===== src/rtl/microseq_cpu_pkg.sv =====
// Shared definitions for the microsequenced accumulator CPU: opcodes,
// FSM states and the bit positions of the flags in o_flags.
package microseq_cpu_pkg;

    localparam logic [3:0] OP_NOP = 4'd0;
    localparam logic [3:0] OP_LDA = 4'd1;
    localparam logic [3:0] OP_ADD = 4'd2;
    localparam logic [3:0] OP_SUB = 4'd3;
    localparam logic [3:0] OP_STA = 4'd4;
    localparam logic [3:0] OP_LDI = 4'd5;
    localparam logic [3:0] OP_JMP = 4'd6;
    localparam logic [3:0] OP_JC  = 4'd7;
    localparam logic [3:0] OP_JZ  = 4'd8;
    localparam logic [3:0] OP_OUT = 4'd14;
    localparam logic [3:0] OP_HLT = 4'd15;

    localparam int FLAG_C = 1;
    localparam int FLAG_Z = 0;

    typedef enum logic [2:0] {
        FETCH0 = 3'd0,
        FETCH1 = 3'd1,
        EXEC0  = 3'd2,
        EXEC1  = 3'd3,
        EXEC2  = 3'd4,
        HALT   = 3'd5
    } state_t;

    // Opcodes 9..13 are unassigned; they run as NOP but get reported.
    function automatic logic is_illegal(input logic [3:0] op);
        return (op >= 4'd9) && (op <= 4'd13);
    endfunction

    // Instructions that go through EXEC1 to touch memory at the operand address.
    function automatic logic uses_mem(input logic [3:0] op);
        return (op == OP_LDA) || (op == OP_ADD) || (op == OP_SUB) || (op == OP_STA);
    endfunction

endpackage


===== src/rtl/microseq_alu.sv =====
// Combinational add/subtract unit. Subtraction is A + ~B + 1, so the carry
// out is 1 exactly when no borrow occurred (A >= B unsigned).
module microseq_alu #(
    parameter int DATA_W = 8
) (
    input  logic [DATA_W-1:0] a,
    input  logic [DATA_W-1:0] b,
    input  logic              sub,
    output logic [DATA_W-1:0] result,
    output logic              carry,
    output logic              zero
);

    logic [DATA_W-1:0] b_eff;
    logic [DATA_W:0]   sum;

    // One adder serves both operations; the carry-in doubles as the +1 of two's complement.
    always_comb begin
        b_eff  = sub ? ~b : b;
        sum    = {1'b0, a} + {1'b0, b_eff} + {{DATA_W{1'b0}}, sub};
        result = sum[DATA_W-1:0];
        carry  = sum[DATA_W];
        zero   = (sum[DATA_W-1:0] == '0);
    end

endmodule


===== src/rtl/microseq_cpu.sv =====
// Tiny accumulator CPU with a multi-cycle fetch/execute sequencer, a shared
// program/data memory and an external write port for loading programs.
module microseq_cpu
    import microseq_cpu_pkg::*;
#(
    parameter int DATA_W = 8,
    parameter int ADDR_W = 4
) (
    input  logic              i_clk,
    input  logic              i_rst,
    input  logic              i_run,
    input  logic              i_prog_we,
    input  logic [ADDR_W-1:0] i_prog_addr,
    input  logic [DATA_W-1:0] i_prog_data,
    output logic [DATA_W-1:0] o_out,
    output logic              o_out_valid,
    output logic              o_halted,
    output logic              o_illegal,
    output logic [ADDR_W-1:0] o_pc,
    output logic [1:0]        o_flags
);

    localparam int DEPTH = 2 ** ADDR_W;

    logic [DATA_W-1:0] mem [DEPTH];

    state_t            state;
    state_t            next_state;
    logic [ADDR_W-1:0] pc;
    logic [ADDR_W-1:0] mar;
    logic [DATA_W-1:0] ir;
    logic [DATA_W-1:0] a;
    logic [DATA_W-1:0] b;
    logic              c;
    logic              z;
    logic [DATA_W-1:0] out_reg;
    logic              out_valid;
    logic              halted;
    logic              illegal;

    logic [3:0]        opcode;
    logic [ADDR_W-1:0] operand;
    logic [DATA_W-1:0] mem_rd;
    logic [DATA_W-1:0] alu_result;
    logic              alu_carry;
    logic              alu_zero;
    logic              prog_accept;
    logic              sta_write;

    assign opcode  = ir[DATA_W-1 -: 4];
    assign operand = ir[ADDR_W-1:0];
    assign mem_rd  = mem[mar];

    // The loader only gets the memory while the core is parked, so it can never race an STA.
    assign prog_accept = ((state == FETCH0) && !i_run) || (state == HALT);
    assign sta_write   = (state == EXEC1) && (opcode == OP_STA);

    microseq_alu #(
        .DATA_W (DATA_W)
    ) u_alu (
        .a      (a),
        .b      (b),
        .sub    (opcode == OP_SUB),
        .result (alu_result),
        .carry  (alu_carry),
        .zero   (alu_zero)
    );

    // Sequencer state register.
    always_ff @(posedge i_clk or negedge i_rst) begin
        if (!i_rst) begin
            state <= FETCH0;
        end else begin
            state <= next_state;
        end
    end

    // Next-state decode: memory instructions take EXEC1, ALU ops also take EXEC2.
    always_comb begin
        next_state = state;
        case (state)
            FETCH0: begin
                if (i_run) begin
                    next_state = FETCH1;
                end
            end
            FETCH1: next_state = EXEC0;
            EXEC0: begin
                if (uses_mem(opcode)) begin
                    next_state = EXEC1;
                end else if (opcode == OP_HLT) begin
                    next_state = HALT;
                end else begin
                    next_state = FETCH0;
                end
            end
            EXEC1: begin
                if ((opcode == OP_ADD) || (opcode == OP_SUB)) begin
                    next_state = EXEC2;
                end else begin
                    next_state = FETCH0;
                end
            end
            EXEC2:   next_state = FETCH0;
            HALT:    next_state = HALT;
            default: next_state = FETCH0;
        endcase
    end

    // Datapath registers, updated according to the current sequencer step.
    always_ff @(posedge i_clk or negedge i_rst) begin
        if (!i_rst) begin
            pc        <= '0;
            mar       <= '0;
            ir        <= '0;
            a         <= '0;
            b         <= '0;
            c         <= 1'b0;
            z         <= 1'b0;
            out_reg   <= '0;
            out_valid <= 1'b0;
            halted    <= 1'b0;
            illegal   <= 1'b0;
        end else begin
            out_valid <= 1'b0;
            case (state)
                FETCH0: begin
                    if (i_run) begin
                        mar <= pc;
                    end
                end
                FETCH1: begin
                    ir <= mem_rd;
                    pc <= pc + 1'b1;
                end
                EXEC0: begin
                    case (opcode)
                        OP_LDA, OP_ADD, OP_SUB, OP_STA: mar <= operand;
                        OP_LDI: a  <= {{(DATA_W-ADDR_W){1'b0}}, operand};
                        OP_JMP: pc <= operand;
                        OP_JC: begin
                            if (c) begin
                                pc <= operand;
                            end
                        end
                        OP_JZ: begin
                            if (z) begin
                                pc <= operand;
                            end
                        end
                        OP_OUT: begin
                            out_reg   <= a;
                            out_valid <= 1'b1;
                        end
                        OP_HLT: halted <= 1'b1;
                        default: begin
                            if (is_illegal(opcode)) begin
                                illegal <= 1'b1;
                            end
                        end
                    endcase
                end
                EXEC1: begin
                    if (opcode == OP_LDA) begin
                        a <= mem_rd;
                    end else if ((opcode == OP_ADD) || (opcode == OP_SUB)) begin
                        b <= mem_rd;
                    end
                end
                EXEC2: begin
                    a <= alu_result;
                    c <= alu_carry;
                    z <= alu_zero;
                end
                default: begin
                end
            endcase
        end
    end

    // Memory is deliberately not reset so a loaded program survives a reset.
    always_ff @(posedge i_clk) begin
        if (sta_write) begin
            mem[mar] <= a;
        end else if (i_prog_we && prog_accept) begin
            mem[i_prog_addr] <= i_prog_data;
        end
    end

    assign o_out          = out_reg;
    assign o_out_valid    = out_valid;
    assign o_halted       = halted;
    assign o_illegal      = illegal;
    assign o_pc           = pc;
    assign o_flags[FLAG_C] = c;
    assign o_flags[FLAG_Z] = z;

endmodule

===== config.mk =====
export PLATFORM = sky130hd
export DESIGN_NAME = microseq_cpu
export DESIGN_NICKNAME = d
export VERILOG_FILES = /design/src/rtl/microseq_cpu_pkg.sv /design/src/rtl/microseq_alu.sv /design/src/rtl/microseq_cpu.sv
export SDC_FILE = /design/constraint.sdc
export NUM_CORES = 1
export LEC_CHECK = 0
export BUFFER_PORTS_ARGS = -buffer_cell sky130_fd_sc_hd__buf_2
export CORE_ASPECT_RATIO = 0.75
export CORE_MARGIN = 10
export CORE_UTILIZATION = 66
export CTS_CLUSTER_SIZE = 20
export DETAILED_ROUTE_END_ITERATION = 8
export HOLD_SLACK_MARGIN = 0.06
export PLACE_DENSITY = 0.95
export SYNTH_ARGS = -nofsm -noshare
export SYNTH_HDL_FRONTEND = slang
export SYNTH_SLANG_ARGS = --single-unit

===== constraint.sdc =====
create_clock -name i_clk -period 5.26 [get_ports i_clk]
set_input_delay 0.789 -clock i_clk [delete_from_list [all_inputs] [get_ports i_clk]]
set_output_delay 0.789 -clock i_clk [all_outputs]
set_load 0.05 [all_outputs]

### Word-level counts from Yosys, hierarchy flattened

Memory sizes are Yosys's and may differ from the RTL's.
Cells that the tools add are included.

| storage, ports and cells | value |
|---|---|
| register bits after elaboration | 48 |
| bits in writable memories | 128 |
| bits of input ports | 16 |
| output and inout bits | 17 |
| word-level logic and storage cells | 94 |
| memories kept | 1 |

Memories:

| name | depth | bits a word | rd ports | clocked after Yosys merged registers in | wr ports | RTL line | source |
|---|---|---|---|---|---|---|---|
| mem | 16 | 8 | 1 | 0 | 1 | microseq_cpu.sv:25 | `logic [DATA_W-1:0] mem [DEPTH];` |

| cells by class | value |
|---|---|
| add/subtract/negate cells | 3 |
| magnitude comparators | 2 |
| eq/ne operators | 22 |
| mux-type cells | 26 |
| bitwise operators | 3 |
| reduce and logical (&&, ||, !) cells | 25 |

Operator list:

| cell | count |
|---|---|
| 8-bit 2-to-1 mux | 4 |
| 8-bit case mux with 3 select lines | 1 |
| 4-bit 2-to-1 mux | 5 |
| 4-bit by 3-bit == test with 1-bit output, second input constant | 4 |
| 4-bit case mux with 2 select lines | 2 |
| 3-bit case mux with 5 select lines | 1 |
| 4-bit == test, second input constant | 3 |
| 3-bit 2-to-1 mux | 4 |
| 4-bit case mux with 3 select lines | 1 |
| 3-bit AND reduction | 4 |
| 10-bit OR reduction | 1 |
| 8-bit by 8-bit adder with 9-bit output | 1 |
| 9-bit by 1-bit adder with 9-bit output | 1 |
| 4-bit by 2-bit == test with 1-bit output, second input constant | 2 |
| 8-bit zero test | 1 |
| 1-bit 2-to-1 mux | 8 |
| 8-bit inverter | 1 |
| 8-bit OR reduction | 1 |
| 3-bit by 2-bit == test with 1-bit output, second input constant | 2 |
| 3-bit == test, second input constant | 2 |
| 2-bit inequality test, second input constant | 3 |
| 3-bit inequality test, second input constant | 2 |
| 1-bit logical OR | 5 |
| 4-bit by 1-bit adder with 4-bit output, second input constant | 1 |
| 15 further kinds | 21 |

### Depth between registers and ports, before layout

| logic depth | value |
|---|---|
| depth in word-level cells | 9 |
| depth in mapped cells | 12 |
| gate-level depth less buffers | 10 |

### By module

Synthesis repeated with hierarchy kept, for this count alone.

| unflattened totals | value |
|---|---|
| cells, all modules | 526 |
| area total of the unflattened synthesis | 7880.1 um2 |

By module, submodules not included:

| module | instances | cells an instance | area an instance (um2) | seq. area each (um2) |
|---|---|---|---|---|
| microseq_cpu | 1 | 469 | 7442.1 | 5044.8 |
| microseq_alu | 1 | 57 | 437.9 | 0.0 |

### Worst setup path after synthesis

Ideal clock, no wire load.

| timing | value |
|---|---|
| path kind | input-to-reg |
| start point | in i_run |
| end point | mem mem[12][0], enable pin |
| library setup time | 0.370 ns |
| arrival | 2.122 ns |
| data required time | 4.890 ns |
| slack | 2.768 ns |
| stages on the path | 6 |
| buffers on the path | 1 |
| cells stage by stage | nor3_1 > a21oi_1 > nor3b_1 > clkbuf_1 > a32oi_1 > nor2_1 |

| between the ends | value |
|---|---|
| word-level cells in the longest chain between the ends | 9 |
| elaborated cells between the ends (all ways) | 10 |
| classes of those cells | 5 x mux; 5 x reduce/logical |

Ends and longest elaborated chain:

| what | RTL line | source |
|---|---|---|
| start, declared | microseq_cpu.sv:11 | `input logic i_run,` |
| 1-bit zero test (*) | microseq_cpu.sv:55 | `assign prog_accept = ((state == FETCH0) && !i_run) \|\| (state == HALT);` |
| 1-bit logical AND (*) | microseq_cpu.sv:55 |  |
| 1-bit logical OR (*) | microseq_cpu.sv:55 |  |
| 1-bit logical AND (*) | microseq_cpu.sv:185 | `end else if (i_prog_we && prog_accept) begin` |
| 1-bit 2-to-1 mux (*) | microseq_cpu.sv:185 |  |
| 1-bit 2-to-1 mux (*) | microseq_cpu.sv:183 | `if (sta_write) begin` |
| 1-bit 2-to-1 mux (not written as such) (*) | microseq_cpu.sv:186 | `mem[i_prog_addr] <= i_prog_data;` |
| 8-bit OR reduction (no source line) | -- |  |
| 4-bit 2-to-1 mux (no source line) or 1-bit 2-to-1 mux (tied branches) | -- |  |
| end, declared | microseq_cpu.sv:25 |  |

Every way passes the cells marked *; elsewhere a longest branch is shown, timed or not.

### Final worst setup path

| timing | value |
|---|---|
| start point | reg ir[6] |
| end point | reg z |

| between the ends | value |
|---|---|
| word-level cells in the longest chain between the ends | 5 |

Ends and longest elaborated chain:

| what | RTL line | source |
|---|---|---|
| start, declared | microseq_cpu.sv:31 | `logic [DATA_W-1:0] ir;` |
| start signal, assigned | microseq_cpu.sv:133 | `ir <= mem_rd;` |
| 4-bit by 2-bit == test with 1-bit output (*) | microseq_cpu.sv:63 | `.sub (opcode == OP_SUB),` |
| 8-bit 2-to-1 mux | microseq_alu.sv:19 | `b_eff = sub ? ~b : b;` |
| 8-bit by 8-bit adder with 9-bit output | microseq_alu.sv:20 | `sum = {1'b0, a} + {1'b0, b_eff} + {{DATA_W{1'b0}}, sub};` |
| 9-bit by 1-bit adder with 9-bit output (*) | microseq_alu.sv:20 |  |
| 8-bit zero test (*) | microseq_alu.sv:23 | `zero = (sum[DATA_W-1:0] == '0);` |
| end signal, assigned | microseq_cpu.sv:173 | `z <= alu_zero;` |
| end, declared | microseq_cpu.sv:35 | `logic z;` |

Marked as above.
A chain may end at the register's enable or synchronous reset.

==> results.cfg <==
[cells_and_area]
antenna_cells = 0
finalNetCount = 556
final_core_util = 0.7399
areaGrowthSynthToFinish_pct = 10.67
final_cells = 688
stdcell_area_um2 = 8498
layout-drive-gt1-share = 0.2500

[logic_synthesis]
synth.top_cells.by_count = edfxtp_1 (128), dfrtp_1 (48), nand2_1 (43)
ys_seq_elements = 176
syn-cell-area_um2 = 7679
synth.yosys.seq_area_share = 0.6570
yosys-top-cells-area = edfxtp_1 (50%), dfrtp_1 (16%), mux4_2 (11%), mux2_2 (3.2%), nand2_1 (2.1%)
synth_area_leader_cell = edfxtp_1
async_reset_ff_frac = 0.2727
synth_top_area_frac = 0.5006
synth_most_common_cell = edfxtp_1
netlist_instances = 499
synth_ff_type = edfxtp_1
synth_warnings = 0
synth.distinct_cells = 50
synth.net_count = 524
synth_area_per_cell_um2 = 15.39
synth_edf_count = 128

[critical_path]
start_kind = flip-flop
crit_path_max_fanout = 11
worst_setup_path_end_kind = flip-flop
cp.depth = 10
cp_data_arrival_time_ns = 3.68
rr_worst_depth = 10
required_ns = 5.59
critical_path.cell_chain = nand4bb_1 > xnor2_1 > inv_1 > fa_1 > nor2b_1 > o221ai_1 > a21oi_1 > a211oi_1 > nand4bb_1 > o41ai_1
crit_path_top_delay_cell = nand4bb_1
crit_buf_inv = 1
cp_top_family = simple AND/OR/NAND/NOR gates
cp_common_cell = nand4bb_1
critical_path_class = reg2reg
max_stage_delay_ns = 0.70

[sta]
finalCritPeriodShare = 0.6367
totalNegativeSetupSlack_ns = 0
slew_headroom = 0.2118
skew_ns = 0.01113
drv_slew = 0
max_freq_ghz = 0.2986
hold_violations = 0
worst_pin_slew_ns = 1.180
setup_viol = 0
rsz0062_at_grt = no
period_needed_ns = 3.349

[power]
power_mw = 5.405
power.density_nw_per_um2 = 636.0
p_leak_nw = 3.139
ir_drop_v = 0.0003415

[status]
status = complete, no violations

[detailed_routing]
wire_per_inst_um = 25.99
vias = 4717
dr.pass1.iters = 6
drc = 0
detail-route-antenna-nets = 0
drt-vias-per-instance = 6.856
drt_iter0_markers = 656
routed_wl_mm = 17.88

[cts]
clk_latency_ns = 0.44
clk_pin_slew_ns = 0.07
cts.sinks = 176
cts_buffer_depth = 2
cts_root_buffer = clkbuf_16
cts_tree = yes
cts_setup_buffers = 0
cts_resized = 0
cts_max_level = 4
cts_hold_buf = 0
cts_inserted_buffers = 17

[placed_design]
portBuffers = 32
place_inst = 656
routabilityCongestion = 0.9596
placed_cell_area_um2 = 7930
hpwl_mm = 11.50

[global_routing]
antenna_found_initial = 0
grt_pass1_vias = 4788
grt_max_degree = 49
grt_pass1_wl_mm = 27.81
grt_use_total = 0.2273
grt_overflow = 0

[floorplanning]
start_util = 0.6685
pin_count = 33
die_area_um2 = 16390
die_w_um = 144.6
core.rowCount = 34
core_area_um2 = 11490
die_y_um = 113.4

[run]
maxCapViolCount = 0

[worst_hold_path]
hold_path.class = reg2reg
hold_path_depth = 1
per-stage QoR:
stage | hold WS (ns) | worst slack [ns]
finish | 0.4713 | 1.911
floorplan | 0.4667 | 2.768
CTS | 0.4709 | 1.975
global route | 0.4831 | 1.719
detailed placement | 0.4487 | 1.976
global placement | 0.4446 | 2.177
area by class of cell:
type | count | area, µm²
Clock buffer | 17 | 425.4
Clock inverter | 15 | 142.6
Fill cell | 638 | 2988
Inverter | 10 | 37.54
Tap cell | 144 | 180.2
Multi-Input combinational cell | 288 | 2461
Timing Repair Buffer | 38 | 205.2
Sequential cell | 176 | 5046
registers in the layout, indices dropped and copies added (netlist names):
signal,count
state,3
mem,128
o_illegal,1
mar,4
a,8
c,1
o_halted,1
o_pc,4
o_out,8
z,1
o_out_valid,1
b,8
ir,8
worst reg2reg max path, stage by stage (launching register included):
cell and delay [ns]:
dfrtp_1 0.50, nand4bb_1 0.70, xnor2_1 0.46, inv_1 0.10, fa_1 0.45, nor2b_1 0.16, o221ai_1 0.16, a21oi_1 0.19
a211oi_1 0.08, nand4bb_1 0.20, o41ai_1 0.25
power breakdown:
| group | total (mW) | internal (mW) | switching (mW) | leakage [nW] |
|---|---|---|---|---|
| clock | 1.22 | 0.632 | 0.592 | 0.286 |
| combinational | 2.05 | 0.805 | 1.25 | 1.10 |
| sequential | 2.13 | 1.84 | 0.286 | 1.76 |
layout by cell type, fill, tap and decap left out, types with 10 or more instances in the layout:
cell type | Yosys | final
edfxtp_1 | 128 | 128
dfrtp_1 | 48 | 47
nand2_1 | 43 | 43
nor2_1 | 41 | 41
mux4_2 | 39 | 39
buf_2 | 4 | 32
mux2_2 | 22 | 22
a21oi_1 | 18 | 18
o21ai_0 | 18 | 18
clkbuf_16 | 0 | 17
inv_1 | 10 | 10
xnor2_1 | 10 | 10
final timing paths:
| check | start | endpoint | slack (ns) |
|---|---|---|---|
| worst min register to register | o_halted | o_halted | 0.47 |
| worst max-delay path | ir[6] | z | 1.91 |
| worst max register to register | ir[6] | z | 1.91 |
| min in group asynchronous | i_rst | state[1] | 0.56 |
| worst min-delay path | o_halted | o_halted | 0.47 |
| max in group asynchronous | i_rst | mar[0] | 3.96 |
cell families (layout without fill, tap and decap cells):
kind of cell | Yosys count | after routing | share of synthesized area
flip-flops | 176 | 176 | 0.6570
AND/OR/NAND/NOR | 129 | 129 | 0.07952
AO/OA/AOI/OAI | 69 | 69 | 0.05426
multiplexers | 67 | 67 | 0.1545
buffers and inverters | 35 | 80 | 0.02314
XOR/XNOR | 14 | 14 | 0.01597
adder cells (fa/ha/maj) | 9 | 9 | 0.01564
per-layer routing:
| layer | track usage | wire, µm |
|---|---|---|
| met1 | 0.3070 | 6919 |
| met2 | 0.3515 | 8742 |
| met3 | 0.06437 | 1855 |
| met4 | 0.07594 | 363 |
| met5 | 0 | 0 |
Power figures use the tool's default switching activity.
